$ cat src/rtl/active_list_if.sv
// -----------------------------------------------------------------------------
// active_list_if
// Bundle of the dispatch, writeback and retirement signals for the active list
// (reorder buffer).
//   slave  : the active list itself
//   master : the core side (dispatch, writeback, retirement logic)
// Signal groups:
//   alloc_*  : dispatch allocates one entry per cycle, receives alloc_index
//   cmpl_*   : writeback marks an entry done (optionally mispredicted)
//   commit_* : head entry presented for in-order retirement
//   flush    : squash pulse when a mispredicted branch commits
//   count    : number of occupied entries (0..DEPTH)
// -----------------------------------------------------------------------------
interface active_list_if #(
    parameter int IDX_W  = 5,
    parameter int AREG_W = 5,
    parameter int PREG_W = 6
);
    // dispatch
    logic              alloc_valid;
    logic              alloc_ready;
    logic [IDX_W-1:0]  alloc_index;
    logic              alloc_uses_rw;
    logic [AREG_W-1:0] alloc_areg;
    logic [PREG_W-1:0] alloc_preg;
    logic [PREG_W-1:0] alloc_old_preg;
    // writeback
    logic              cmpl_valid;
    logic [IDX_W-1:0]  cmpl_index;
    logic              cmpl_mispredict;
    // retirement
    logic              commit_valid;
    logic              commit_ready;
    logic [IDX_W-1:0]  commit_index;
    logic              commit_uses_rw;
    logic [AREG_W-1:0] commit_areg;
    logic [PREG_W-1:0] commit_preg;
    logic [PREG_W-1:0] commit_old_preg;
    // status
    logic              flush;
    logic [IDX_W:0]    count;

    modport slave (
        input  alloc_valid, alloc_uses_rw, alloc_areg, alloc_preg, alloc_old_preg,
        output alloc_ready, alloc_index,
        input  cmpl_valid, cmpl_index, cmpl_mispredict,
        output commit_valid, commit_index, commit_uses_rw, commit_areg,
        output commit_preg, commit_old_preg,
        input  commit_ready,
        output flush, count
    );

    modport master (
        output alloc_valid, alloc_uses_rw, alloc_areg, alloc_preg, alloc_old_preg,
        input  alloc_ready, alloc_index,
        output cmpl_valid, cmpl_index, cmpl_mispredict,
        input  commit_valid, commit_index, commit_uses_rw, commit_areg,
        input  commit_preg, commit_old_preg,
        output commit_ready,
        input  flush, count
    );
endinterface

$ cat src/rtl/active_list.sv
// -----------------------------------------------------------------------------
// active_list
// 32-entry in-order retirement buffer (reorder buffer) for the out-of-order
// MIPS core. Dispatch allocates at the tail and receives the entry index,
// writeback marks entries done by index, and the head entry commits in program
// order, handing back the previous physical mapping for the free list. A
// mispredicted branch commits normally and then squashes every younger entry.
// Ports:
//   clk   : clock, all state updates on the rising edge
//   rst_n : asynchronous active-low reset, discards all entries
//   bus   : active_list_if.slave (alloc_*, cmpl_*, commit_*, flush, count)
// -----------------------------------------------------------------------------
module active_list #(
    parameter int DEPTH  = 32,
    parameter int IDX_W  = 5,
    parameter int AREG_W = 5,
    parameter int PREG_W = 6
) (
    input  logic          clk,
    input  logic          rst_n,
    active_list_if.slave  bus
);

    localparam int CNT_W = IDX_W + 1;

    // per-entry status bits
    logic [DEPTH-1:0] valid_reg, valid_next;
    logic [DEPTH-1:0] done_reg,  done_next;
    logic [DEPTH-1:0] misp_reg,  misp_next;

    // pointers and occupancy
    logic [IDX_W-1:0] head_reg,  head_next;
    logic [IDX_W-1:0] tail_reg,  tail_next;
    logic [CNT_W-1:0] count_reg, count_next;

    // payload captured at dispatch; only meaningful while the entry is valid,
    // so it carries no reset
    logic              uses_rw_mem  [DEPTH];
    logic [AREG_W-1:0] areg_mem     [DEPTH];
    logic [PREG_W-1:0] preg_mem     [DEPTH];
    logic [PREG_W-1:0] old_preg_mem [DEPTH];

    logic commit_ok;
    logic commit_fire;
    logic flush_now;
    logic alloc_ok;
    logic alloc_fire;
    logic cmpl_accept;

    // -------------------------------------------------------------------------
    // Handshake decode. Everything here depends only on registered state plus
    // commit_ready (and the incoming valids for the fire terms, which never
    // feed an output). Completion has no bypass into commit_ok: a head that
    // completes at edge N is seen done only from cycle N+1 on.
    // -------------------------------------------------------------------------
    assign commit_ok   = valid_reg[head_reg] & done_reg[head_reg];
    assign commit_fire = commit_ok & bus.commit_ready;
    assign flush_now   = commit_fire & misp_reg[head_reg];

    // No bypass when full: a commit in the same cycle frees a slot only for
    // the following cycle.
    assign alloc_ok    = (count_reg != CNT_W'(DEPTH)) & ~flush_now;
    assign alloc_fire  = bus.alloc_valid & alloc_ok;

    // Completions to invalid entries are dropped, as are all completions in
    // the flush cycle (their targets are about to be squashed anyway).
    assign cmpl_accept = bus.cmpl_valid & valid_reg[bus.cmpl_index] & ~flush_now;

    // -------------------------------------------------------------------------
    // Per-entry next-state. The entry at the tail can never be the committing
    // head or a completion target in the same cycle (it is invalid whenever an
    // allocation is possible), so allocation simply takes priority.
    // -------------------------------------------------------------------------
    genvar gi;
    generate
        for (gi = 0; gi < DEPTH; gi++) begin : g_entry
            logic alloc_hit;
            logic commit_hit;
            logic cmpl_hit;
            logic e_valid_next;
            logic e_done_next;
            logic e_misp_next;

            assign alloc_hit  = alloc_fire  & (tail_reg       == IDX_W'(gi));
            assign commit_hit = commit_fire & (head_reg       == IDX_W'(gi));
            assign cmpl_hit   = cmpl_accept & (bus.cmpl_index == IDX_W'(gi));

            always_comb begin
                e_valid_next = valid_reg[gi];
                e_done_next  = done_reg[gi];
                e_misp_next  = misp_reg[gi];
                if (flush_now) begin
                    e_valid_next = 1'b0;
                    e_done_next  = 1'b0;
                    e_misp_next  = 1'b0;
                end else if (alloc_hit) begin
                    e_valid_next = 1'b1;
                    e_done_next  = 1'b0;
                    e_misp_next  = 1'b0;
                end else begin
                    if (commit_hit) begin
                        e_valid_next = 1'b0;
                    end
                    // a repeated completion re-marks done and overwrites the
                    // mispredict flag with the latest report
                    if (cmpl_hit) begin
                        e_done_next = 1'b1;
                        e_misp_next = bus.cmpl_mispredict;
                    end
                end
            end

            assign valid_next[gi] = e_valid_next;
            assign done_next[gi]  = e_done_next;
            assign misp_next[gi]  = e_misp_next;
        end
    endgenerate

    // -------------------------------------------------------------------------
    // Pointer / count next-state. On flush the branch itself retires, so both
    // pointers restart just past it with an empty list.
    // -------------------------------------------------------------------------
    always_comb begin
        head_next  = head_reg;
        tail_next  = tail_reg;
        count_next = count_reg;
        if (flush_now) begin
            head_next  = head_reg + IDX_W'(1);
            tail_next  = head_reg + IDX_W'(1);
            count_next = '0;
        end else begin
            head_next  = head_reg + IDX_W'(commit_fire);
            tail_next  = tail_reg + IDX_W'(alloc_fire);
            count_next = count_reg + CNT_W'(alloc_fire) - CNT_W'(commit_fire);
        end
    end

    // -------------------------------------------------------------------------
    // State registers
    // -------------------------------------------------------------------------
    always_ff @(posedge clk or negedge rst_n) begin
        if (!rst_n) begin
            valid_reg <= '0;
            done_reg  <= '0;
            misp_reg  <= '0;
            head_reg  <= '0;
            tail_reg  <= '0;
            count_reg <= '0;
        end else begin
            valid_reg <= valid_next;
            done_reg  <= done_next;
            misp_reg  <= misp_next;
            head_reg  <= head_next;
            tail_reg  <= tail_next;
            count_reg <= count_next;
        end
    end

    always_ff @(posedge clk) begin
        if (alloc_fire) begin
            uses_rw_mem[tail_reg]  <= bus.alloc_uses_rw;
            areg_mem[tail_reg]     <= bus.alloc_areg;
            preg_mem[tail_reg]     <= bus.alloc_preg;
            old_preg_mem[tail_reg] <= bus.alloc_old_preg;
        end
    end

    // -------------------------------------------------------------------------
    // Outputs. The head payload is read asynchronously so that commit_* are
    // valid in the same cycle as commit_valid.
    // -------------------------------------------------------------------------
    assign bus.alloc_ready     = alloc_ok;
    assign bus.alloc_index     = tail_reg;
    assign bus.commit_valid    = commit_ok;
    assign bus.commit_index    = head_reg;
    assign bus.commit_uses_rw  = uses_rw_mem[head_reg];
    assign bus.commit_areg     = areg_mem[head_reg];
    assign bus.commit_preg     = preg_mem[head_reg];
    assign bus.commit_old_preg = old_preg_mem[head_reg];
    assign bus.flush           = flush_now;
    assign bus.count           = count_reg;

endmodule

$ cat src/flat_wrapper.sv
// flat-port wrapper written by rule: the top's interface ports become plain ports
module active_list_flat 
#(
    parameter int DEPTH  = 32,
    parameter int IDX_W  = 5,
    parameter int AREG_W = 5,
    parameter int PREG_W = 6
)
  (clk, rst_n, bus_alloc_valid, bus_alloc_uses_rw, bus_alloc_areg, bus_alloc_preg, bus_alloc_old_preg, bus_alloc_ready, bus_alloc_index, bus_cmpl_valid, bus_cmpl_index, bus_cmpl_mispredict, bus_commit_valid, bus_commit_index, bus_commit_uses_rw, bus_commit_areg, bus_commit_preg, bus_commit_old_preg, bus_commit_ready, bus_flush, bus_count);
  active_list_if #(.IDX_W(IDX_W), .AREG_W(AREG_W), .PREG_W(PREG_W)) bus_i ();
  input  logic clk;
  input  logic rst_n;
  input wire logic [$bits(bus_i.alloc_valid)-1:0] bus_alloc_valid;
  input wire logic [$bits(bus_i.alloc_uses_rw)-1:0] bus_alloc_uses_rw;
  input wire logic [$bits(bus_i.alloc_areg)-1:0] bus_alloc_areg;
  input wire logic [$bits(bus_i.alloc_preg)-1:0] bus_alloc_preg;
  input wire logic [$bits(bus_i.alloc_old_preg)-1:0] bus_alloc_old_preg;
  output wire logic [$bits(bus_i.alloc_ready)-1:0] bus_alloc_ready;
  output wire logic [$bits(bus_i.alloc_index)-1:0] bus_alloc_index;
  input wire logic [$bits(bus_i.cmpl_valid)-1:0] bus_cmpl_valid;
  input wire logic [$bits(bus_i.cmpl_index)-1:0] bus_cmpl_index;
  input wire logic [$bits(bus_i.cmpl_mispredict)-1:0] bus_cmpl_mispredict;
  output wire logic [$bits(bus_i.commit_valid)-1:0] bus_commit_valid;
  output wire logic [$bits(bus_i.commit_index)-1:0] bus_commit_index;
  output wire logic [$bits(bus_i.commit_uses_rw)-1:0] bus_commit_uses_rw;
  output wire logic [$bits(bus_i.commit_areg)-1:0] bus_commit_areg;
  output wire logic [$bits(bus_i.commit_preg)-1:0] bus_commit_preg;
  output wire logic [$bits(bus_i.commit_old_preg)-1:0] bus_commit_old_preg;
  input wire logic [$bits(bus_i.commit_ready)-1:0] bus_commit_ready;
  output wire logic [$bits(bus_i.flush)-1:0] bus_flush;
  output wire logic [$bits(bus_i.count)-1:0] bus_count;
  assign bus_i.alloc_valid = bus_alloc_valid;
  assign bus_i.alloc_uses_rw = bus_alloc_uses_rw;
  assign bus_i.alloc_areg = bus_alloc_areg;
  assign bus_i.alloc_preg = bus_alloc_preg;
  assign bus_i.alloc_old_preg = bus_alloc_old_preg;
  assign bus_alloc_ready = bus_i.alloc_ready;
  assign bus_alloc_index = bus_i.alloc_index;
  assign bus_i.cmpl_valid = bus_cmpl_valid;
  assign bus_i.cmpl_index = bus_cmpl_index;
  assign bus_i.cmpl_mispredict = bus_cmpl_mispredict;
  assign bus_commit_valid = bus_i.commit_valid;
  assign bus_commit_index = bus_i.commit_index;
  assign bus_commit_uses_rw = bus_i.commit_uses_rw;
  assign bus_commit_areg = bus_i.commit_areg;
  assign bus_commit_preg = bus_i.commit_preg;
  assign bus_commit_old_preg = bus_i.commit_old_preg;
  assign bus_i.commit_ready = bus_commit_ready;
  assign bus_flush = bus_i.flush;
  assign bus_count = bus_i.count;
  active_list #(.DEPTH(DEPTH), .IDX_W(IDX_W), .AREG_W(AREG_W), .PREG_W(PREG_W)) u_core (.clk(clk), .rst_n(rst_n), .bus(bus_i));
endmodule
$ cat config.mk
export PLATFORM = sky130hd
export DESIGN_NAME = active_list_flat
export DESIGN_NICKNAME = d
export VERILOG_FILES = /design/src/rtl/active_list_if.sv /design/src/rtl/active_list.sv /design/src/flat_wrapper.sv
export SDC_FILE = /design/constraint.sdc
export NUM_CORES = 1
export LEC_CHECK = 0
export BUFFER_PORTS_ARGS = -buffer_cell sky130_fd_sc_hd__buf_2
export CELL_PAD_IN_SITES_DETAIL_PLACEMENT = 1
export CELL_PAD_IN_SITES_GLOBAL_PLACEMENT = 2
export CORE_ASPECT_RATIO = 0.5
export CORE_MARGIN = 10
export CORE_UTILIZATION = 48
export CTS_CLUSTER_DIAMETER = 80
export DETAILED_ROUTE_END_ITERATION = 10
export HOLD_SLACK_MARGIN = 0.15
export PLACE_DENSITY_LB_ADDON = 0.1
export SYNTH_ARGS = -nofsm -noshare
export SYNTH_HDL_FRONTEND = slang
export SYNTH_SLANG_ARGS = --single-unit
$ cat constraint.sdc
create_clock -name clk -period 5.43 [get_ports clk]
set_clock_uncertainty 0.1 [all_clocks]
set_input_delay 1.086 -clock clk [delete_from_list [all_inputs] [get_ports clk]]
set_output_delay 1.086 -clock clk [all_outputs]
set_load 0.02 [all_outputs]
==> out/summary.txt <==
cts hold-fix bufs - 0
number of synthesized register bits - 688
Fin Setup TNS - 0 ps
routability cong. - 0.833
initial antenna violation count - 0
synthesized area - 28600 µm²
Tmin final - 4790 ps
Die Area - 70300 µm²
Avg WL per Cell - 32.0 µm
final core occ - 54.2%
clock buffer depth - 3
post-synthesis sequential area ratio - 70.3%
Post-Synthesis Net Count - 1656
CP required - 4240 ps
fmax - 209 MHz
outcome - finished clean
most common cell after layout, fill and taps aside - edfxtp_1
CTS tree - done
layout cell share with drive strength beyond 1 - 25.9%
DRT Pass-1 Iters - 5
predominant post-synthesis flop cell - edfxtp_1
Mean Syn Cell Area - 17.8 µm²
GR Overflow Total - 0
most frequent cells in the layout - edfxtp_1 (576), mux4_2 (195), nand2_1 (112)
Max IR drop VDD - 0.000361 V
effective utilization at floorplan - 48.4%
slew of the pin with the lowest slew margin - 1190 ps
synthesis-to-finish area growth - 12.0%
H-tree levels - 2
DRC Markers - 0
CTS buffer count - 58
max-slew violations - 0
Die Y - 193 µm
die width - 365 µm
dpl hpwl - 46800 µm
filler cell count - 5320
CP arrival - 3600 ps
I/O Pins - 66
first-pass GRT wire length - 117000 µm
Syn. warnings - 0
worst skew pair latency - 620 ps
Worst Hold Class - reg2reg
Mapped Cells - 1608
critical path endpoint category - output pin
critical path class - reg2out
Post CTS Setup Buffer Count - 0
initial drt markers - 1623
Antenna Nets Post-Route - 0
largest registers - u_core.old_preg_mem (192), u_core.preg_mem (192), u_core.areg_mem (160)
Via density - 6.34
Slew headroom - 20.6%
CP max FO - 97
ys async rst share - 16.3%
Routed WL - 80100 µm
max_cap viols - 0
via count - 15890
Layout Nets - 1724
Global Route Usage Sum - 22.9%
root buffer cell - clkbuf_16
critical path startpoint category - register
power per cell area - 494 nW/µm²
Post-synth EDFFs - 576
IO Port Bufs - 65
Final Hold Viols - 0
final setup vio count - 0
CTS resizes - 0
RSZ-0062 raised after global routing - no
core area - 59000 µm²
CTS clk-pin slew, worst paths - 70 ps
largest net degree at the start of global routing - 145
Sink Count - 688
std cell rows - 63
Synth cell types - 60
Pleak - 10.6 nW
vias in the first global route - 16344
Final Cycle Share - 88.2%
-- cell type report --
class / count / area [µm²] / area share (%)
Tap cell: 780 / 976 / 3.05
Inverter: 18 / 71.3 / 0.223
Timing Repair Buffer: 116 / 736 / 2.30
Multi-Input combinational cell: 794 / 8160 / 25.5
Sequential cell: 688 / 20100 / 62.8
Antenna cell: 1 / 2.50 / 0.00782
Clock buffer: 67 / 1490 / 4.64
Clock inverter: 42 / 468 / 1.46
-- logic make-up after synthesis --
family / Yosys count / share of synthesized area (%)
and+or+nand+nor: 357 / 6.16
DFF: 688 / 70.3
xor gates and xnor gates: 12 / 0.368
adders and majority gates: 19 / 0.858
AOI/OAI and AO/OA: 183 / 4.10
buffers and inverters: 126 / 1.81
muxes: 223 / 16.4
-- synth_stat cells (4+ instances only) --
master | count | area share (%)
a211oi_1 | 27 | 0.71
a21oi_1 | 64 | 1.1
a221oi_1 | 8 | 0.25
a311oi_1 | 4 | 0.12
and2_1 | 6 | 0.13
and3_1 | 5 | 0.11
buf_1 | 14 | 0.18
buf_2 | 23 | 0.40
clkbuf_1 | 68 | 0.89
dfrtp_1 | 112 | 9.8
edfxtp_1 | 576 | 61
ha_1 | 18 | 0.79
inv_1 | 15 | 0.20
mux2i_1 | 27 | 0.95
mux4_2 | 195 | 15
nand2_1 | 112 | 1.5
nand2b_1 | 29 | 0.63
nand3_1 | 41 | 0.72
nand3b_1 | 8 | 0.21
nor2_1 | 76 | 1.0
nor2b_1 | 13 | 0.28
nor3_1 | 22 | 0.39
nor4_1 | 17 | 0.37
nor4_2 | 7 | 0.31
o21ai_0 | 44 | 0.77
o31ai_1 | 8 | 0.21
o41ai_1 | 7 | 0.21
or2_2 | 8 | 0.18
xnor2_1 | 9 | 0.28
-- final timing paths --
path	from	end	slack [ps]	depth (start not counted)
max in group asynchronous	rst_n	u_core.bus.commit_index[1]$_DFF_PN0_	3540	2
min in group asynchronous	rst_n	u_core.misp_reg[26]$_DFFE_PN0P_	500	1
worst min-delay path	u_core.done_reg[31]$_DFFE_PN0P_	u_core.done_reg[31]$_DFFE_PN0P_	430	2
worst min register to register	u_core.done_reg[31]$_DFFE_PN0P_	u_core.done_reg[31]$_DFFE_PN0P_	430	2
worst max-delay path	u_core.bus.commit_index[0]$_DFF_PN0_	bus_commit_preg[4]	640	6
worst max register to register	u_core.bus.commit_index[0]$_DFF_PN0_	u_core.areg_mem[3][4]$_DFFE_PP_	1200	10
-- power breakdown --
part	internal (W)	switching, W
combinational	0.00196	0.00268
clock	0.00236	0.00198
sequential	0.00633	0.000498
total	0.0107	0.00515
-- layer usage --
metal | track usage (%) | part of all wire [%]
met5 | 0 | 0
met4 | 4.14 | 1.4
met3 | 4.79 | 6.9
met2 | 35.8 | 46
met1 | 33.4 | 45
-- critical path, cell delays in order (launching register included) --
cell and delay, ps:
dfrtp_4 650, buf_12 530, mux4_2 620, mux4_2 520
nand2_1 90, nand2_1 120, buf_2 190
-- metrics by stage --
step / power, W / setup WS (ps) / hold WS [ps] / cells / area [µm²]
3_3_place_gp: 0.0115 / 1200 / 408 / 2396 / 30100
3_5_place_dp: 0.0116 / 1210 / 421 / 2396 / 30100
5_1_grt: 0.0165 / 435 / 462 / 2505 / 32000
2_1_floorplan: 0.00993 / 716 / 356 / 1608 / 28600
4_1_cts: 0.0159 / 580 / 439 / 2505 / 32000
6_report: 0.0158 / 641 / 427 / 2506 / 32000
(Power assumes the default switching activity.)
